==> config.mk <==
export PLATFORM = sky130hd
export DESIGN_NAME = rtl_bigreg_publisher_flat
export DESIGN_NICKNAME = d
export VERILOG_FILES = /design/src/rtl/rtl_bigreg_publisher_pkg.sv /design/src/rtl/rtl_bigreg_publisher_if.sv /design/src/rtl/rtl_bigreg_publisher.sv /design/src/flat_wrapper.sv
export SDC_FILE = /design/constraint.sdc
export NUM_CORES = 1
export LEC_CHECK = 0
export ABC_AREA = 0
export CAP_MARGIN = 25
export CORE_MARGIN = 2
export CORE_UTILIZATION = 40
export CTS_CLUSTER_SIZE = 10
export DETAILED_ROUTE_END_ITERATION = 8
export PLACE_DENSITY = 0.8
export SETUP_SLACK_MARGIN = 0.02
export SKIP_CTS_REPAIR_TIMING = 1
export SLEW_MARGIN = 20
export SYNTH_ARGS = -nofsm -noshare
export SYNTH_HDL_FRONTEND = slang
export SYNTH_SLANG_ARGS = --single-unit
==> constraint.sdc <==
create_clock -name clk -period 1.7 [get_ports clk]
set_clock_uncertainty 0.2 [all_clocks]
set_input_delay 0.255 -clock clk [delete_from_list [all_inputs] [get_ports clk]]
set_output_delay 0.255 -clock clk [all_outputs]
set_load 0.1 [all_outputs]
==> src/rtl/rtl_bigreg_publisher_pkg.sv <==
// ----------------------------------------------------------------------------
// rtl_bigreg_publisher_pkg
//   Shared definitions for the RTL_BIGREG publisher: the mem_map layout used
//   by the default parameterisation (buffer timestamp block) and the
//   publisher FSM state type.
// ----------------------------------------------------------------------------
package rtl_bigreg_publisher_pkg;

    localparam int BUFF_TIMESTAMP_WIDTH = 32;
    localparam int WD_DATA_WIDTH        = 16;
    localparam int MEM_MAP_SIZE         = 256;
    localparam int BUFF_SAMPLES         = BUFF_TIMESTAMP_WIDTH / WD_DATA_WIDTH;
    localparam int BUFF_TIME_BASE_ID    = 27;
    localparam int BUFF_TIME_VALID_ID   = BUFF_TIME_BASE_ID + BUFF_SAMPLES;

    typedef enum logic [2:0] {
        BP_IDLE,
        BP_WRITE,
        BP_SETV,
        BP_WAIT,
        BP_CLRV
    } bigreg_pub_state_t;

endpackage

==> src/rtl/rtl_bigreg_publisher_if.sv <==
// ----------------------------------------------------------------------------
// rtl_bigreg_publisher_if
//   Bundles the publisher's value handshake, the mem_map write port and the
//   PS read notification.
//   master : the publisher (drives bigreg_ready, mem_*, pending, overwrite_cnt)
//   slave  : the environment (drives bigreg_in/valid, mem_wready, ps_valid_read)
// ----------------------------------------------------------------------------
interface rtl_bigreg_publisher_if
    import rtl_bigreg_publisher_pkg::*;
#(
    parameter int DATA_WIDTH = BUFF_TIMESTAMP_WIDTH,
    parameter int WORD_WIDTH = WD_DATA_WIDTH,
    parameter int ID_W       = $clog2(MEM_MAP_SIZE)
);
    logic [DATA_WIDTH-1:0] bigreg_in;
    logic                  bigreg_valid;
    logic                  bigreg_ready;
    logic                  mem_wen;
    logic [ID_W-1:0]       mem_id;
    logic [WORD_WIDTH-1:0] mem_wdata;
    logic                  mem_wready;
    logic                  ps_valid_read;
    logic                  pending;
    logic [15:0]           overwrite_cnt;

    modport master (
        input  bigreg_in, bigreg_valid, mem_wready, ps_valid_read,
        output bigreg_ready, mem_wen, mem_id, mem_wdata, pending, overwrite_cnt
    );

    modport slave (
        output bigreg_in, bigreg_valid, mem_wready, ps_valid_read,
        input  bigreg_ready, mem_wen, mem_id, mem_wdata, pending, overwrite_cnt
    );
endinterface

==> src/rtl/rtl_bigreg_publisher.sv <==
// ----------------------------------------------------------------------------
// rtl_bigreg_publisher
//   Publishes one wide value into consecutive mem_map entries
//   BASE_ID..BASE_ID+SAMPLES-1 (low word first), then sets VALID_ID to 1.
//   After the PS reports reading VALID_ID, VALID_ID is written back to 0 and
//   the next value is accepted.
//
// Ports
//   clk   in  system clock
//   rst   in  asynchronous reset, active-high
//   bus   rtl_bigreg_publisher_if.master
//         bigreg_in/bigreg_valid/bigreg_ready : value handshake
//         mem_wen/mem_id/mem_wdata/mem_wready : mem_map write port
//         ps_valid_read : PS finished reading VALID_ID (1-cycle pulse)
//         pending       : a published value is still unread
//         overwrite_cnt : unread values that were replaced
//
// Build option
//   BIGREG_OVERWRITE_EN : when defined, a new value may be taken while the
//   previous one is still unread; VALID_ID is cleared, the words rewritten
//   and VALID_ID set again. When undefined, overwrite_cnt stays 0 and new
//   values are back-pressured until the PS read has been acknowledged.
// ----------------------------------------------------------------------------
module rtl_bigreg_publisher
    import rtl_bigreg_publisher_pkg::*;
#(
    parameter int DATA_WIDTH = BUFF_TIMESTAMP_WIDTH,
    parameter int WORD_WIDTH = WD_DATA_WIDTH,
    parameter int MEM_SIZE   = MEM_MAP_SIZE,
    parameter int BASE_ID    = BUFF_TIME_BASE_ID
) (
    input  logic                          clk,
    input  logic                          rst,
    rtl_bigreg_publisher_if.master        bus
);

    localparam int SAMPLES = DATA_WIDTH / WORD_WIDTH;
    localparam int ID_W    = $clog2(MEM_SIZE);
    localparam int K_W     = (SAMPLES > 1) ? $clog2(SAMPLES) : 1;

    localparam logic [ID_W-1:0] BASE_IDV  = ID_W'(BASE_ID);
    localparam logic [ID_W-1:0] VALID_IDV = ID_W'(BASE_ID + SAMPLES);
    localparam logic [K_W-1:0]  LAST_K    = K_W'(SAMPLES - 1);

`ifdef BIGREG_OVERWRITE_EN
    localparam bit OVERWRITE_EN = 1'b1;
`else
    localparam bit OVERWRITE_EN = 1'b0;
`endif

    generate
        if (DATA_WIDTH % WORD_WIDTH != 0) begin : g_bad_split
            $error("DATA_WIDTH must be a multiple of WORD_WIDTH");
        end
        if (BASE_ID + SAMPLES >= MEM_SIZE) begin : g_bad_range
            $error("BASE_ID+SAMPLES must lie inside the mem_map");
        end
    endgenerate

    function automatic logic [WORD_WIDTH-1:0] word_sel(input logic [DATA_WIDTH-1:0] v,
                                                       input logic [K_W-1:0]        idx);
        return WORD_WIDTH'(v >> (int'(idx) * WORD_WIDTH));
    endfunction

    function automatic logic [15:0] sat_inc16(input logic [15:0] v);
        return (v == 16'hFFFF) ? v : v + 16'd1;
    endfunction

    bigreg_pub_state_t     state;
    logic [DATA_WIDTH-1:0] shadow;
    logic [K_W-1:0]        k;
    logic [K_W-1:0]        k_inc;
    logic                  ret_write;   // CLRV continues into WRITE (overwrite path)
    logic                  ready_q;
    logic                  wen_q;
    logic [ID_W-1:0]       id_q;
    logic [WORD_WIDTH-1:0] wdata_q;
    logic                  pending_q;
    logic [15:0]           ocnt_q;
    logic                  beat;

    assign k_inc = k + K_W'(1);
    assign beat  = wen_q && bus.mem_wready;

    always_ff @(posedge clk or posedge rst) begin
        if (rst) begin
            state     <= BP_IDLE;
            shadow    <= '0;
            k         <= '0;
            ret_write <= 1'b0;
            ready_q   <= 1'b1;
            wen_q     <= 1'b0;
            id_q      <= '0;
            wdata_q   <= '0;
            pending_q <= 1'b0;
            ocnt_q    <= '0;
        end else begin
            case (state)
                BP_IDLE: begin
                    if (bus.bigreg_valid) begin
                        shadow  <= bus.bigreg_in;
                        k       <= '0;
                        ready_q <= 1'b0;
                        wen_q   <= 1'b1;
                        id_q    <= BASE_IDV;
                        wdata_q <= word_sel(bus.bigreg_in, '0);
                        state   <= BP_WRITE;
                    end
                end
                BP_WRITE: begin
                    if (beat) begin
                        if (k == LAST_K) begin
                            id_q    <= VALID_IDV;
                            wdata_q <= WORD_WIDTH'(1);
                            state   <= BP_SETV;
                        end else begin
                            k       <= k_inc;
                            id_q    <= BASE_IDV + ID_W'(k_inc);
                            wdata_q <= word_sel(shadow, k_inc);
                        end
                    end
                end
                BP_SETV: begin
                    // A PS read in this cycle is ignored: valid=1 is not visible yet.
                    if (beat) begin
                        wen_q     <= 1'b0;
                        pending_q <= 1'b1;
                        ready_q   <= OVERWRITE_EN;
                        state     <= BP_WAIT;
                    end
                end
                BP_WAIT: begin
                    // A new value takes priority over a simultaneous PS read.
                    if (OVERWRITE_EN && bus.bigreg_valid) begin
                        shadow    <= bus.bigreg_in;
                        k         <= '0;
                        ocnt_q    <= sat_inc16(ocnt_q);
                        ret_write <= 1'b1;
                        ready_q   <= 1'b0;
                        wen_q     <= 1'b1;
                        id_q      <= VALID_IDV;
                        wdata_q   <= '0;
                        state     <= BP_CLRV;
                    end else if (bus.ps_valid_read) begin
                        ret_write <= 1'b0;
                        ready_q   <= 1'b0;
                        wen_q     <= 1'b1;
                        id_q      <= VALID_IDV;
                        wdata_q   <= '0;
                        state     <= BP_CLRV;
                    end
                end
                BP_CLRV: begin
                    if (beat) begin
                        if (ret_write) begin
                            id_q    <= BASE_IDV;
                            wdata_q <= word_sel(shadow, '0);
                            state   <= BP_WRITE;
                        end else begin
                            wen_q     <= 1'b0;
                            pending_q <= 1'b0;
                            ready_q   <= 1'b1;
                            state     <= BP_IDLE;
                        end
                    end
                end
                default: begin
                    wen_q   <= 1'b0;
                    ready_q <= 1'b1;
                    state   <= BP_IDLE;
                end
            endcase
        end
    end

    assign bus.bigreg_ready  = ready_q;
    assign bus.mem_wen       = wen_q;
    assign bus.mem_id        = id_q;
    assign bus.mem_wdata     = wdata_q;
    assign bus.pending       = pending_q;
    assign bus.overwrite_cnt = ocnt_q;

endmodule

==> src/flat_wrapper.sv <==
// flat-port wrapper written by rule: the top's interface ports become plain ports
module rtl_bigreg_publisher_flat import rtl_bigreg_publisher_pkg::*;
#(
    parameter int DATA_WIDTH = BUFF_TIMESTAMP_WIDTH,
    parameter int WORD_WIDTH = WD_DATA_WIDTH,
    parameter int MEM_SIZE   = MEM_MAP_SIZE,
    parameter int BASE_ID    = BUFF_TIME_BASE_ID
)
  (clk, rst, bus_bigreg_in, bus_bigreg_valid, bus_mem_wready, bus_ps_valid_read, bus_bigreg_ready, bus_mem_wen, bus_mem_id, bus_mem_wdata, bus_pending, bus_overwrite_cnt);
  rtl_bigreg_publisher_if #(.DATA_WIDTH(DATA_WIDTH), .WORD_WIDTH(WORD_WIDTH)) bus_i ();
  input  logic clk;
  input  logic rst;
  input wire logic [$bits(bus_i.bigreg_in)-1:0] bus_bigreg_in;
  input wire logic [$bits(bus_i.bigreg_valid)-1:0] bus_bigreg_valid;
  input wire logic [$bits(bus_i.mem_wready)-1:0] bus_mem_wready;
  input wire logic [$bits(bus_i.ps_valid_read)-1:0] bus_ps_valid_read;
  output wire logic [$bits(bus_i.bigreg_ready)-1:0] bus_bigreg_ready;
  output wire logic [$bits(bus_i.mem_wen)-1:0] bus_mem_wen;
  output wire logic [$bits(bus_i.mem_id)-1:0] bus_mem_id;
  output wire logic [$bits(bus_i.mem_wdata)-1:0] bus_mem_wdata;
  output wire logic [$bits(bus_i.pending)-1:0] bus_pending;
  output wire logic [$bits(bus_i.overwrite_cnt)-1:0] bus_overwrite_cnt;
  assign bus_i.bigreg_in = bus_bigreg_in;
  assign bus_i.bigreg_valid = bus_bigreg_valid;
  assign bus_i.mem_wready = bus_mem_wready;
  assign bus_i.ps_valid_read = bus_ps_valid_read;
  assign bus_bigreg_ready = bus_i.bigreg_ready;
  assign bus_mem_wen = bus_i.mem_wen;
  assign bus_mem_id = bus_i.mem_id;
  assign bus_mem_wdata = bus_i.mem_wdata;
  assign bus_pending = bus_i.pending;
  assign bus_overwrite_cnt = bus_i.overwrite_cnt;
  rtl_bigreg_publisher #(.DATA_WIDTH(DATA_WIDTH), .WORD_WIDTH(WORD_WIDTH), .MEM_SIZE(MEM_SIZE), .BASE_ID(BASE_ID)) u_core (.clk(clk), .rst(rst), .bus(bus_i));
endmodule
==> results.sh, run 1 <==
export IMPL_status="finished with violations"
export IMPL_violations="setup timing"
export IMPL_start_util=0.4214
export IMPL_drc=0
export IMPL_drt_iter0_markers=107
export IMPL_grt_pass1_vias=1781
export IMPL_synthMuxAreaShare=0
export IMPL_synthArstFlopShare=1.000
export IMPL_crit_arrival_ps=1680
export IMPL_rows=26
export IMPL_insertion_delay_ps=300
export IMPL_rsz0062_at_grt="true"
export IMPL_crit_slowest_cell="clkdlybuf4s50_1"
export IMPL_fp_dieH_um=78.05
export IMPL_grt_max_degree=44
export IMPL_period_needed_ps=1705
export IMPL_ys_types=37
export IMPL_layout_drive_gt1_share=0.2895
export IMPL_setup_slack_ps=-5.302
export IMPL_fmax_mhz=586.4
export IMPL_wirelength_mm=5.467
export IMPL_synthMostInstantiatedCell="nand2_1"
export IMPL_path_max_fanout=7
export IMPL_synthAdderAreaFrac=0
export IMPL_ys_warn_count=16
export IMPL_synth_edf_count=0
export IMPL_die_area_um2=6092
export IMPL_grt_overflow_total=0
export IMPL_worst_hold_slack_ps=97.75
export IMPL_crit_path_end_kind="flip-flop"
export IMPL_grt_pass1_wl_mm=8.535
export IMPL_cts_clk_slew_worst_paths_ps=80
export IMPL_maxCapViolCount=0
export IMPL_synth_xor_xnor_area_share=0
export IMPL_via_per_inst=5.003
export IMPL_slowest_delay_ps=520
export IMPL_required_ps=1670
export IMPL_ys_top_cells_by_area="dfrtp_1, nand2_1, a22oi_1"
export IMPL_clockBufferDepth=2
export IMPL_port_buffers=60
export IMPL_yosysTopAreaCell="dfrtp_1"
export IMPL_final_max_slew_violation_count=0
export IMPL_core_um2=5205
export IMPL_layout_nets=340
export IMPL_diodes=0
export IMPL_vias=1871
export IMPL_antenna_found_initial=0
export IMPL_regArea_um2=1082
export IMPL_synthCells=224
export IMPL_dp_hpwl_mm=3.819
export IMPL_cts_tree="built"
export IMPL_die_x_um=78.05
export IMPL_syn_area_um2=2193
export IMPL_synth_seq_cells=43
export IMPL_syn_area_per_cell_um2=9.792
export IMPL_yosysSeqAreaShare=0.4912
export IMPL_hold_viol=0
export IMPL_synthDominantCellAreaShare=0.4792
export IMPL_area_delta_synth_final_pct=56.36
export IMPL_multi_input_area_um2=979.7
export IMPL_critPathLaunchType="input port"
export IMPL_synth_top_family_by_area="compound AO/OA/AOI/OAI gates"
export IMPL_antenna_left=0
export IMPL_hold_class="input port to async pin"
export IMPL_globalRouteTotalUtil=0.1805
export IMPL_setup_viol=2
export IMPL_crit_type="input port to flip-flop"
export IMPL_gp_congestion=0.8720
export IMPL_cp_num_buf_inv=2
export IMPL_synthSimpleGateAreaFrac=0.1882
export IMPL_crit_chain="clkdlybuf4s50_1 -> or4b_4 -> o211ai_4 -> buf_12 -> a32oi_2"
export IMPL_cts_buffers=5
export IMPL_timing_final_crit_share=1.003
export IMPL_htree_levels=2
export IMPL_routedWlPerCell_um=14.62
export IMPL_synth_ff_type="dfrtp_1"
export IMPL_fillers=395
export IMPL_root_buffer="clkbuf_8"
export IMPL_crit_family="buffers and inverters"
export IMPL_clock_sinks=43
export IMPL_ys_top_cells_by_count="nand2_1, dfrtp_1, nor2_1"
export IMPL_ioPinCount=80
export IMPL_firstDrtPassIters=4
export IMPL_synth_compound_area_frac=0.2002
## per-stage QoR
step / TNS, ps / utilization / cell area (um^2) / setup WS (ps) / cells
2_1_floorplan: -1976 / - / 2296 / -157.3 / 242
3_3_place_gp: -9315 / 0.6101 / 3176 / -284.6 / 360
3_5_place_dp: -9837 / 0.6101 / 3176 / -317.1 / 360
4_1_cts: -157.9 / 0.6264 / 3261 / -42.25 / 368
5_1_grt: -498.9 / 0.6589 / 3430 / -47.24 / 374
6_report: -6.911 / 0.6589 / 3430 / -5.302 / 374
## logic make-up after synthesis
| group | Yosys count |
|---|---|
| and+or+nand+nor | 90 |
| buffers and inverters | 39 |
| DFF | 43 |
| AOI/OAI and AO/OA | 51 |
| other | 1 |
## worst min-delay path: cells and delay by family
kind | cells | cell delay, ps
buf+inv | 3 | 710
## sequential cells by signal (all words and copies together) (netlist names)
register,count
u_core.bus.mem_wdata,16
u_core.shadow,16
u_core.bus.mem_id,4
u_core.state,3
u_core.bus.bigreg_ready,1
u_core.bus.mem_wen,1
u_core.bus.pending,1
u_core.k,1
## layout by cell type (no fill, tap or decap), types with 2 or more instances in the layout
cell type	count
clkbuf_16	3
nor4b_4	2
buf_6	4
a21oi_1	2
a22oi_2	15
nand3_1	2
dfrtp_1	40
nand2_1	54
o21a_1	2
clkdlybuf4s50_1	36
conb_1	19
a22oi_1	16
o21ai_0	3
a21boi_0	2
buf_4	19
nor2_1	22
buf_12	28
clkbuf_8	5
nor2b_1	2
inv_1	2
## layer usage
metal	wire length, um	global-route usage	part of all wire	up-vias
li1	-	-	-	890
met1	2150	0.2151	0.39	892
met2	2852	0.3121	0.52	80
met3	379	0.05057	0.069	9
met4	85	0.06491	0.016	0
met5	0	0	0	-
## cell type report
cell class	instances	share of cell area
clock buffer	6	0.02116
multi-input combinational	160	0.2857
timing repair buffer	90	0.3451
sequential	43	0.3156
tap	70	0.02554
inverter	3	0.003283
clock inverter	2	0.003648
## worst paths after layout
check	startpoint	to	slack, ps	cells after the start
setup / recovery	bus_bigreg_valid	u_core.bus.mem_wdata[0]$_DFFE_PP0P_	-5	5
hold / removal	rst	u_core.shadow[18]$_DFFE_PP0P_	100	3
setup reg to reg	u_core.state[2]$_DFFE_PP0P_	u_core.bus.mem_wdata[0]$_DFFE_PP0P_	10	4
hold reg to reg	u_core.shadow[17]$_DFFE_PP0P_	u_core.shadow[17]$_DFFE_PP0P_	280	2
max in group asynchronous	rst	u_core.bus.bigreg_ready$_DFFE_PP1P_	930	3
min in group clk	bus_bigreg_in[17]	u_core.shadow[17]$_DFFE_PP0P_	280	3
Power of run 1 is left out: the tool's default activity adds up to more than one toggle a clock period on the data nets, which glitch-free logic cannot reach.
==> inputs of run 2 (changes only) <==
Settings changed: ABC_CLOCK_PERIOD_IN_PS set to 1700.
==> results of run 2 <==
Final layout, timing and power as in run 1 (identical DEF).
Power of run 2 is left out for the same reason.
